`src/rtl/wb_port_arbiter_pkg.sv`:
```
// Shared sizing, source indices and buffer-entry type for the writeback port arbiter.
package wb_port_arbiter_pkg;

    localparam int unsigned NUM_SRC  = 3;
    localparam int unsigned DW       = 32;
    localparam int unsigned AW       = 5;
    localparam int unsigned ONEHOT_W = 32;

    localparam int unsigned SRC_ALU  = 0;
    localparam int unsigned SRC_LOAD = 1;
    localparam int unsigned SRC_MDIV = 2;

    typedef struct packed {
        logic          valid;
        logic [AW-1:0] rd;
        logic [DW-1:0] data;
    } wb_entry_t;

endpackage

```
`src/rtl/wb_rd_decode.sv`:
```
// Register-address to 32-bit one-hot decoder with enable.
module wb_rd_decode #(
    parameter int unsigned AW = 5
) (
    input  logic          en_i,
    input  logic [AW-1:0] addr_i,
    output logic [31:0]   onehot_o
);

    assign onehot_o = en_i ? (32'(1) << addr_i) : 32'(0);

endmodule

```
`src/rtl/wb_port_arbiter.sv`:
```
// Round-robin arbiter merging per-source writeback buffers onto one register-file write port.
module wb_port_arbiter #(
    parameter int unsigned NUM_SRC = wb_port_arbiter_pkg::NUM_SRC,
    parameter int unsigned DW      = wb_port_arbiter_pkg::DW,
    parameter int unsigned AW      = wb_port_arbiter_pkg::AW
) (
    input  logic                  clock,
    input  logic                  reset_n,
    input  logic [NUM_SRC-1:0]    src_valid,
    input  logic [NUM_SRC*AW-1:0] src_rd,
    input  logic [NUM_SRC*DW-1:0] src_data,
    output logic [NUM_SRC-1:0]    src_ready,
    output logic                  wb_we,
    output logic [AW-1:0]         wb_rd,
    output logic [DW-1:0]         wb_data,
    output logic [31:0]           wb_we_onehot,
    output logic [31:0]           pending_mask
);
    import wb_port_arbiter_pkg::*;

    localparam int unsigned IW = (NUM_SRC > 1) ? $clog2(NUM_SRC) : 1;

    wb_entry_t            buf_q [NUM_SRC];
    wb_entry_t            buf_d [NUM_SRC];
    logic [NUM_SRC-1:0]   buf_valid;
    logic [IW-1:0]        last_grant_q, last_grant_d;
    logic [NUM_SRC-1:0]   grant;
    logic                 gnt_any;
    logic [IW-1:0]        gnt_idx;
    wb_entry_t            gnt_entry;
    logic                 wr_en_c;
    int unsigned          cand;

    logic                 wb_we_q, wb_we_d;
    logic [AW-1:0]        wb_rd_q, wb_rd_d;
    logic [DW-1:0]        wb_data_q, wb_data_d;
    logic [31:0]          onehot_q, onehot_d;
    logic [31:0]          pend_dec [NUM_SRC];

    // Round-robin search starting one past the last granted source.
    always_comb begin
        gnt_any = 1'b0;
        gnt_idx = last_grant_q;
        grant   = '0;
        cand    = 0;
        for (int unsigned k = 1; k <= NUM_SRC; k++) begin
            cand = (32'(last_grant_q) + k) % NUM_SRC;
            if (!gnt_any && buf_q[cand].valid) begin
                gnt_any     = 1'b1;
                gnt_idx     = IW'(cand);
                grant[cand] = 1'b1;
            end
        end
        gnt_entry    = buf_q[gnt_idx];
        last_grant_d = gnt_any ? gnt_idx : last_grant_q;
    end

    always_comb begin
        for (int i = 0; i < int'(NUM_SRC); i++) begin
            buf_valid[i] = buf_q[i].valid;
        end
    end

    assign src_ready = ~buf_valid | grant;

    // A new transfer overwrites the entry being granted, so back-to-back requests see no bubble.
    always_comb begin
        for (int i = 0; i < int'(NUM_SRC); i++) begin
            buf_d[i] = buf_q[i];
            if (src_valid[i] && src_ready[i]) begin
                buf_d[i].valid = 1'b1;
                buf_d[i].rd    = src_rd[i*AW +: AW];
                buf_d[i].data  = src_data[i*DW +: DW];
            end else if (grant[i]) begin
                buf_d[i].valid = 1'b0;
            end
        end
    end

    // Writes to r0 still consume their turn but never reach the register file.
    assign wr_en_c = gnt_any && (gnt_entry.rd != '0);

    always_comb begin
        wb_we_d   = wr_en_c;
        wb_rd_d   = wb_rd_q;
        wb_data_d = wb_data_q;
        if (gnt_any) begin
            wb_rd_d   = gnt_entry.rd;
            wb_data_d = gnt_entry.data;
        end
    end

    wb_rd_decode #(.AW(AW)) u_wr_dec (
        .en_i     (wr_en_c),
        .addr_i   (gnt_entry.rd),
        .onehot_o (onehot_d)
    );

    for (genvar g = 0; g < int'(NUM_SRC); g++) begin : g_pend
        wb_rd_decode #(.AW(AW)) u_pend_dec (
            .en_i     (buf_q[g].valid && (buf_q[g].rd != '0)),
            .addr_i   (buf_q[g].rd),
            .onehot_o (pend_dec[g])
        );
    end

    always_comb begin
        pending_mask = '0;
        for (int i = 0; i < int'(NUM_SRC); i++) begin
            pending_mask = pending_mask | pend_dec[i];
        end
    end

    always_ff @(posedge clock or negedge reset_n) begin
        if (!reset_n) begin
            for (int i = 0; i < int'(NUM_SRC); i++) begin
                buf_q[i] <= '0;
            end
            last_grant_q <= IW'(NUM_SRC - 1);
            wb_we_q      <= 1'b0;
            wb_rd_q      <= '0;
            wb_data_q    <= '0;
            onehot_q     <= '0;
        end else begin
            for (int i = 0; i < int'(NUM_SRC); i++) begin
                buf_q[i] <= buf_d[i];
            end
            last_grant_q <= last_grant_d;
            wb_we_q      <= wb_we_d;
            wb_rd_q      <= wb_rd_d;
            wb_data_q    <= wb_data_d;
            onehot_q     <= onehot_d;
        end
    end

    assign wb_we        = wb_we_q;
    assign wb_rd        = wb_rd_q;
    assign wb_data      = wb_data_q;
    assign wb_we_onehot = onehot_q;

endmodule

```
`config.mk`:
```
export PLATFORM = sky130hd
export DESIGN_NAME = wb_port_arbiter
export DESIGN_NICKNAME = d
export VERILOG_FILES = /design/src/rtl/wb_port_arbiter_pkg.sv /design/src/rtl/wb_rd_decode.sv /design/src/rtl/wb_port_arbiter.sv
export SDC_FILE = /design/constraint.sdc
export NUM_CORES = 1
export LEC_CHECK = 0
export CELL_PAD_IN_SITES_DETAIL_PLACEMENT = 2
export CELL_PAD_IN_SITES_GLOBAL_PLACEMENT = 2
export CORE_MARGIN = 10
export CORE_UTILIZATION = 34
export CTS_CLUSTER_DIAMETER = 50
export DETAILED_ROUTE_END_ITERATION = 8
export PLACE_DENSITY_LB_ADDON = 0.3
export SLEW_MARGIN = 20
export SYNTH_ARGS = -nofsm -noshare
export SYNTH_HDL_FRONTEND = slang
export SYNTH_SLANG_ARGS = --single-unit
```
`constraint.sdc`:
```
create_clock -name clock -period 7.75 [get_ports clock]
set_clock_uncertainty 0.15 [all_clocks]
set_input_delay 1.1625 -clock clock [delete_from_list [all_inputs] [get_ports clock]]
set_output_delay 1.1625 -clock clock [all_outputs]
set_load 0.02 [all_outputs]
```
### Word-level counts from Yosys, hierarchy flattened

Cells that the tools add are included.

| storage, ports and cells | value |
|---|---|
| output and inout bits | 105 |
| input bits | 116 |
| word-level logic and storage cells | 102 |
| flip-flop bits (word level) | 186 |

| cells by class | value |
|---|---|
| add/sub/neg operators | 3 |
| $lt $le $gt $ge | 10 |
| divide/modulo/power cells | 3 |
| shifts and indexed selects | 4 |
| mux-type cells | 37 |
| reduce and logical (&&, ||, !) cells | 21 |
| bitwise logic cells | 10 |

Operators with widths:

| kind | count |
|---|---|
| binary-select mux 38 bit (select 2 bit) | 4 |
| two-way mux 38 bit | 6 |
| two-way mux 32 bit | 4 |
| left shift 1 x 5 -> 32 bit (first input constant) | 4 |
| greater-or-equal comparator 33 x 3 -> 1 bit (second input constant) | 3 |
| NOT 32 -> 33 bit | 3 |
| greater-or-equal comparator 32 x 1 -> 1 bit (second input constant) | 3 |
| < comparator 32 x 3 -> 1 bit (second input constant) | 3 |
| modulo 32 x 2 -> 32 bit (second input constant) | 3 |
| two-way mux 37 bit | 2 |
| bitwise OR 32 bit | 2 |
| nonzero test 5 bit | 4 |
| logical AND 1 bit | 12 |
| two-way mux 1 bit | 12 |
| two-way mux 3 bit | 3 |
| bitwise OR 3 bit | 3 |
| adder 2 x 2 -> 3 bit (second input constant) | 2 |
| demux 1 bit (select 2 bit) | 3 |
| two-way mux 2 bit | 3 |
| nonzero test 2 bit | 3 |
| adder 2 x 1 -> 3 bit (second input constant) | 1 |
| greater-or-equal comparator 3 bit (second input constant) | 1 |
| NOT 2 -> 3 bit | 1 |
| NOT 3 bit | 1 |
| zero test 1 bit | 2 |

### Depth between registers and ports, before layout

Gate-level depths: netlist of run 1.

| logic depth | value |
|---|---|
| depth after elaboration | 20 |
| mapped depth | 14 |
| depth with buffers taken out | 10 |

### By module

From an unflattened synthesis of run 1, not the netlist that was laid out.

| unflattened totals | value |
|---|---|
| cells, all modules | 775 |
| area, all modules | 8,939.8 µm² |

Modules (own cells, without submodules):

| module | sequential area each (µm²) | times used | area an instance (µm²) | cells each |
|---|---|---|---|---|
| wb_port_arbiter | 4,655.7 | 1 | 8,003.9 | 587 |
| wb_rd_decode | 0.0 | 4 | 234.0 | 47 |

### Worst setup path after synthesis of run 1

No wires, ideal clock.

| path | value |
|---|---|
| path type | register -> output |
| start | register last_grant_q[1] |
| end | output port src_ready[0] |
| arrival | 1,850 ps |
| data required time | 6,438 ps |
| cell stages (with the launch flop) | 8 |
| path buffers | 0 |
| path slack | 4,587 ps |
| cell sequence | dfstp_2 -> inv_1 -> ha_1 -> nand2b_1 -> mux2i_4 -> nand2_1 -> o21a_1 -> o211ai_1 |

| between the ends | value |
|---|---|
| word-level cells in the longest chain between the ends | 14 |
| elaborated cells between the ends (all ways) | 45 |
| classes of those cells | add/sub: 3; div: 3; order compare: 6; mux: 20; bitwise: 6; reduce/logical: 7 |

RTL lines:

| element | line | source |
|---|---|---|
| from (decl) | wb_port_arbiter.sv:26 | `logic [IW-1:0] last_grant_q, last_grant_d;` |
| from (signal assigned) | wb_port_arbiter.sv:119 | `last_grant_q <= IW'(NUM_SRC - 1);` |
| from (signal assigned) | wb_port_arbiter.sv:128 | `last_grant_q <= last_grant_d;` |
| branches (longest 12 deep; another with modulo 32 x 2 -> 32 bit) | - |  |
| two-way mux 3 bit (*) | wb_port_arbiter.sv:48 | `if (!gnt_any && buf_q[cand].valid) begin` |
| bitwise OR 3 bit (*) | wb_port_arbiter.sv:64 | `assign src_ready = ~buf_valid \| grant;` |
| to (decl) | wb_port_arbiter.sv:12 | `output logic [NUM_SRC-1:0] src_ready,` |

Every way passes the cells marked *. The select of a mux whose other input is x is not followed.

### Worst setup path after layout of run 1

Same ends and word-level chain as after synthesis.

==> results.md, run 1 <==
* Gpl congestion at 0.8552
* CTS root buf: clkbuf_16
* Dpl hpwl at 21.18 mm
* Post-synth EDFFs at 0
* Seq/Total Area, Yosys at 54.42%
* Initial antenna violation count at 3
* Critical-path cell list: inv_1 -> ha_1 -> nand2b_1 -> mux2i_4 -> nand2_1 -> o21a_1 -> o211ai_1 -> clkdlybuf4s50_1
* Post-synthesis simple-gate area fraction at 12.71%
* Synth top area share at 54.11%
* Clock share of power at 13.8%
* I/O pins at 221
* Slowest stage cell, crit path: clkdlybuf4s50_1
* Initial DRC Count at 468
* CP startpoint kind: register
* Setup CP Type: register to output pin
* Endpoints failing hold at 0
* Sw frac at 45.26%
* Ys flop type: dfrtp_1
* Critical Path Max Stage Delay at 0.72 ns
* RR Startpoint: last_grant_q[0]
* Routed wire length at 29.96 mm
* H-Tree Depth at 4
* Fmax at 215.9 MHz
* Critical path fanouts, max at 5
* DRC errors left at 0
* First-pass GRT wire length at 46.28 mm
* Status: completed
* Sequential power share at 28.9%
* Mapped Cells at 757
* Req. time, crit path at 6.44 ns
* Layout cells sized above 1 at 16.84%
* Worst setup startpoint: last_grant_q[1]
* Overflow left after global routing at 0
* Pint at 3.430 mW
* Xor and xnor area share after synthesis at 0%
* Compound-Gate Fraction of Synth Area at 8.687%
* Clock Latency Late Sink at 0.43 ns
* CTS clk-pin slew, worst paths at 0.07 ns
* Postcts setup bufs at 0
* GR Util All Layers at 18.86%
* Commonest non-fill, non-tap cells in the layout: clkdlybuf4s50_1, dfrtp_1, mux2_2
* Crit path DAT at 3.32 ns
* Final antenna-violating net count at 0
* First-pass detailed-route iteration total at 4
* Max-slew headroom at 28.35%
* Total CTS buffers at 17
* TritonCTS clock tree: done
* Hold_ws at 0.3564 ns
* Resized Gates After CTS at 0
* Ys async rst share at 100.0%
* Slew Viols, Final at 0
* HP Class: register to register
* #FFs+latches synth at 186
* Number of global-route vias before repair at 7639
* Clock sinks at 186
* Nets@finish at 1070
* Switch Pwr at 2.836 mW
* Vias at 6631
* Mux share of post-synthesis cell area at 20.49%
* Worst hold path startpoint: buf_q[40]
* Crit end category: output pin
* Worst Path Buf+Inv at 2
* Synthesized area at 8556 sq um
* Hold-fix buffers, CTS at 0
* Most common cell after layout, fill and taps aside: clkdlybuf4s50_1
* Synth area leader: dfrtp_1
* Combinational fraction of design power at 57.3%
* Die ar. at 31910 sq um
* Power per cell area at 542.1 nW/um^2
* Worst-Margin Slew at 1.071 ns
* Avg WL per Cell at 23.24 microns
* Core Area at 24530 sq um
* Tcrit/Tclk final at 59.77%
* Tmin final at 4.632 ns
* Final setup vio count at 0
* Synth-to-layout area growth at 35.10%
* Post-Synth Adder-Cell Area at 0.5850%
* CTS max path bufs at 2
* Die H at 178.6 microns
* Worst vdd ir at 0.3106 mV
* Setup TNS at 0 ns
* Maxcap violations at 0
* Row Count at 57
* Leak at 4.895 nW
* Synth top area cells: dfrtp_1, mux2_2, mux2i_1
* Starting Density at 34.87%
* Avg Inst Size Synth at 11.30 sq um
* Vias/cell at 5.144
* Main combinational cell family by area after synthesis: multiplexers
* RSZ-0062 raised after global routing: no
* Distinct cells, synth at 49
* Largest net degree at the start of global routing at 112
* Delay-heaviest family, CP: buffers and inverters
* Die Width at 178.6 microns
* IO Port Bufs at 219
* Yosys Warn Count at 0
[final timing paths]
kind | to | slack [ns] | depth (start not counted)
max in group asynchronous | wb_we_onehot[8] | 5.30 | 2
worst min register to register | buf_q[40] | 0.36 | 1
min in group asynchronous | wb_we_onehot[0] | 0.65 | 1
worst max-delay path | src_ready[0] | 3.12 | 8
worst max register to register | wb_we_onehot[13] | 3.29 | 10
worst min-delay path | buf_q[40] | 0.36 | 1
[cell families (layout without fill, tap and decap cells)]
family,Yosys count,count (layout)
AOI/OAI and AO/OA,115,115
adders and majority gates,4,4
buffers and inverters,57,261
DFF,186,186
muxes,159,159
other,1,5
and+or+nand+nor,235,235
[cells in the mapped netlist (8+ instances only)]
cell	instances
dfrtp_1	185
mux2_2	115
nor2_1	98
a21oi_1	64
nand2_1	61
mux2i_1	42
clkbuf_1	27
a22oi_1	22
nor3_1	19
nand2b_1	17
buf_2	14
inv_1	8
nor2b_1	8
[state kept, by name (all words and copies together) (netlist names)]
signal,cells
wb_rd,5
wb_we_onehot,32
wb_we,1
last_grant_q,2
wb_data,32
buf_q,114
[metrics by stage]
stage	total power, mW	area [sq um]	cells	util, %	setup WS, ns
2_1_floorplan	4.188	8559	758	-	4.587
3_5_place_dp	5.439	10970	1255	44.72	3.210
3_3_place_gp	5.280	10970	1255	44.72	3.399
5_1_grt	6.739	11550	1286	47.08	2.847
4_1_cts	6.361	11540	1286	47.04	3.196
6_report	6.266	11560	1289	47.11	3.118
[layer usage]
metal,up-vias,wire length [microns],track usage [%],share of wire (%)
li1,3030,-,-,-
met1,3422,12730,23.28,42
met2,166,15350,32.44,51
met3,13,1667,5.095,5.6
met4,0,214,3.686,0.71
met5,-,0,0,0
[area by class of cell]
cell class | count | area, sq um
multi-input cells | 515 | 3672
diodes | 3 | 7.507
clock buffers | 19 | 442.9
fillers | 2540 | 12970
inverters | 8 | 30.03
flip-flops and latches | 186 | 4656
well taps | 324 | 405.4
repair buffers | 222 | 2218
clock inverters | 12 | 126.4
[power by group through the flow]
stage | sequential, mW | combinational, mW | clock [mW]
detailed placement | 1.82 | 3.62 | 0
floorplan | 1.84 | 2.35 | 0
finish | 1.81 | 3.59 | 0.863
global route | 1.88 | 3.94 | 0.922
CTS | 1.82 | 3.66 | 0.885
global placement | 1.79 | 3.49 | 0
No activity file was read; power rests on OpenSTA's default activity.
==> run 2: changes to the inputs <==
CORE_UTILIZATION = 28   (was 34)
clock period = 4.1 ns   (was 7.75 ns; I/O delays follow)
==> run 2 against run 1 <==
  * Cell count increased by 5.7%
  * Design area increased by 1.8%
  * First-iteration DRC count is 60% lower
  * Critical path type unchanged
==> results.md, run 2 (synthesized netlist as in run 1, its figures left out) <==
* Routed wire length at 29.34 mm (-2.0%)
* First-pass GRT wire length at 46.39 mm (+0.24%)
* Worst vdd ir at 0.5102 mV (+64%)
* Row Count at 63 (+11%)
* Status: completed
* Setup TNS at 0 ns (unchanged)
* Power per cell area at 1010 nW/um^2 (+86%)
* Crit path DAT at 3.04 ns (-0.28 ns)
* Vias/cell at 4.834 (-6.0%)
* HP Class: input port to async pin
* Initial antenna violation count at 5 (+2)
* Dpl ws at 0.4863 ns (-2.724 ns)
* Largest net degree at the start of global routing at 105 (-6.3%)
* Critical Path Max Stage Delay at 0.69 ns (-0.03 ns)
* N_diodes at 0 (-3)
* Die H at 194.8 microns (+9.1%)
* IO Port Bufs at 219 (unchanged)
* DRC errors left at 0 (unchanged)
* Synth-to-layout area growth at 37.51%
* Layout cells sized above 1 at 17.99% (+1.1 points)
* R2r setup slk at 0.61 ns (-2.68 ns)
* Clock sinks at 186 (unchanged)
* Max reg flops at 114 (unchanged)
* Placed cell count at 1331 (+6.1%)
* Largest Register: buf_q
* H-Tree Depth at 4 (unchanged)
* Fmax at 262.5 MHz
* I/O pins at 221 (unchanged)
* Final setup vio count at 0 (unchanged)
* Worst Reg-to-Reg Cells at 10 (unchanged)
* Register area at 4656 sq um (unchanged)
* Vias at 6589 (-0.63%)
* Overflow left after global routing at 0 (unchanged)
* Final antenna-violating net count at 0 (unchanged)
* Most common cell after layout, fill and taps aside: clkdlybuf4s50_1
* Maxcap violations at 0 (unchanged)
* Gpl congestion at 0.8052 (-5.8%)
* GR Util All Layers at 15.35% (-3.5 points)
* Slew Viols, Final at 0 (unchanged)
* Leak at 4.973 nW (+1.6%)
* Commonest non-fill, non-tap cells in the layout: clkdlybuf4s50_1, dfrtp_1, mux2_2
* Starting Density at 28.64% (-6.2 points)
* Clock Latency Late Sink at 0.43 ns (about the same)
* Die Width at 194.8 microns (+9.1%)
* Worst-Margin Slew at 0.8415 ns (-0.2295 ns)
* Multi-input logic area at 3670 sq um (about the same)
* TritonCTS clock tree: done
* Total power draw at 11.89 mW (+90%)
* R2R Path End: wb_rd[3]
* Core Area at 29870 sq um (+22%)
* Non-filler cells, final at 1363 (+5.7%)
* Tmin final at 3.810 ns
* Hold-fix buffers, CTS at 0 (unchanged)
* Initial DRC Count at 186 (-60%)
* Die ar. at 37950 sq um (+19%)
* CTS root buf: clkbuf_16
* CP startpoint kind: register
* Avg WL per Cell at 21.53 microns (-7.4%)
* Total CTS buffers at 17 (unchanged)
* Nets@finish at 1081 (+1.0%)
* Number of global-route vias before repair at 7604 (-0.46%)
* Max-slew headroom at 43.90% (+16 points)
* Setup CP Type: register to output pin
* RR Startpoint: last_grant_q[1]
* Final WS setup at 0.2901 ns (-2.828 ns)
* Critical-path cell list: inv_1 -> ha_1 -> nand2b_1 -> mux2i_4 -> nand2_1 -> o21a_1 -> o211ai_1 -> clkdlybuf4s50_1
* First-pass detailed-route iteration total at 4 (unchanged)
* Dpl hpwl at 21.26 mm (+0.39%)
* Req. time, crit path at 3.34 ns (-3.10 ns)
* Slowest stage cell, crit path: clkdlybuf4s50_1
* Tcrit/Tclk final at 92.92%
* Critical path fanouts, max at 5 (unchanged)
* Fill count at 3108 (+22%)
* CTS clk-pin slew, worst paths at 0.08 ns (about the same)
* Crit end category: output pin
* Endpoints failing hold at 0 (unchanged)
* CTS max path bufs at 2 (unchanged)
* RSZ-0062 raised after global routing: no
-- run 2: where the power goes --
group          switching (mW)  internal [mW]
Combinational            3.86           3.02
Sequential              0.598           2.76
Clock                   0.825          0.817
Total                    5.29           6.60
-- run 2: cell type report --
class	count	share of cell area, %
multi-input combinational	515	31.19
inverter	8	0.2552
clock buffer	17	3.616
timing repair buffer	233	19.90
clock inverter	14	1.319
sequential	186	39.57
tap	390	4.148
-- run 2: per-stage QoR --
| stage | instance area (sq um) | hold slack (ns) | utilization, % |
|---|---|---|---|
| floorplan | 8559 | 0.1694 | - |
| global placement | 11170 | 0.3381 | 37.40 |
| detailed placement | 11170 | 0.3374 | 37.40 |
| CTS | 11750 | 0.1695 | 39.34 |
| global route | 11770 | 0.1706 | 39.38 |
| finish | 11770 | 0.1393 | 39.38 |
-- run 2: repair_timing --
item                       CTS  global route
buffers inserted             0             1
setup endpoints to repair    0             2
gates resized for setup      0             2
-- run 2: how the worst max path moves through the flow --
stage                          from              end  slack, ns  cells past startpoint
finish              last_grant_q[1]     src_ready[0]       0.29                      8
global route        last_grant_q[1]     src_ready[0]       0.07                      8
CTS                 last_grant_q[1]     src_ready[0]       0.19                      8
detailed placement  last_grant_q[0]  wb_we_onehot[4]       0.49                     10
global placement    last_grant_q[0]  wb_we_onehot[6]       0.61                     10
floorplan           last_grant_q[1]            wb_we       0.96                     12
-- run 2: critical path, delay by kind of cell, from the launching register on --
family,cells,cell delay (ns)
adders and majority gates,1,0.27
buffers and inverters,2,0.75
AOI/OAI and AO/OA,2,0.52
muxes,1,0.24
DFF,1,0.55
and+or+nand+nor,2,0.30
-- run 2: layer usage --
metal / vias to the layer above / GRT usage, % / wire (microns)
met5: - / 0 / 72
met4: 10 / 3.973 / 433
met3: 35 / 5.111 / 1751
met2: 139 / 27.00 / 14850
met1: 3354 / 17.42 / 12230
li1: 3051 / - / -
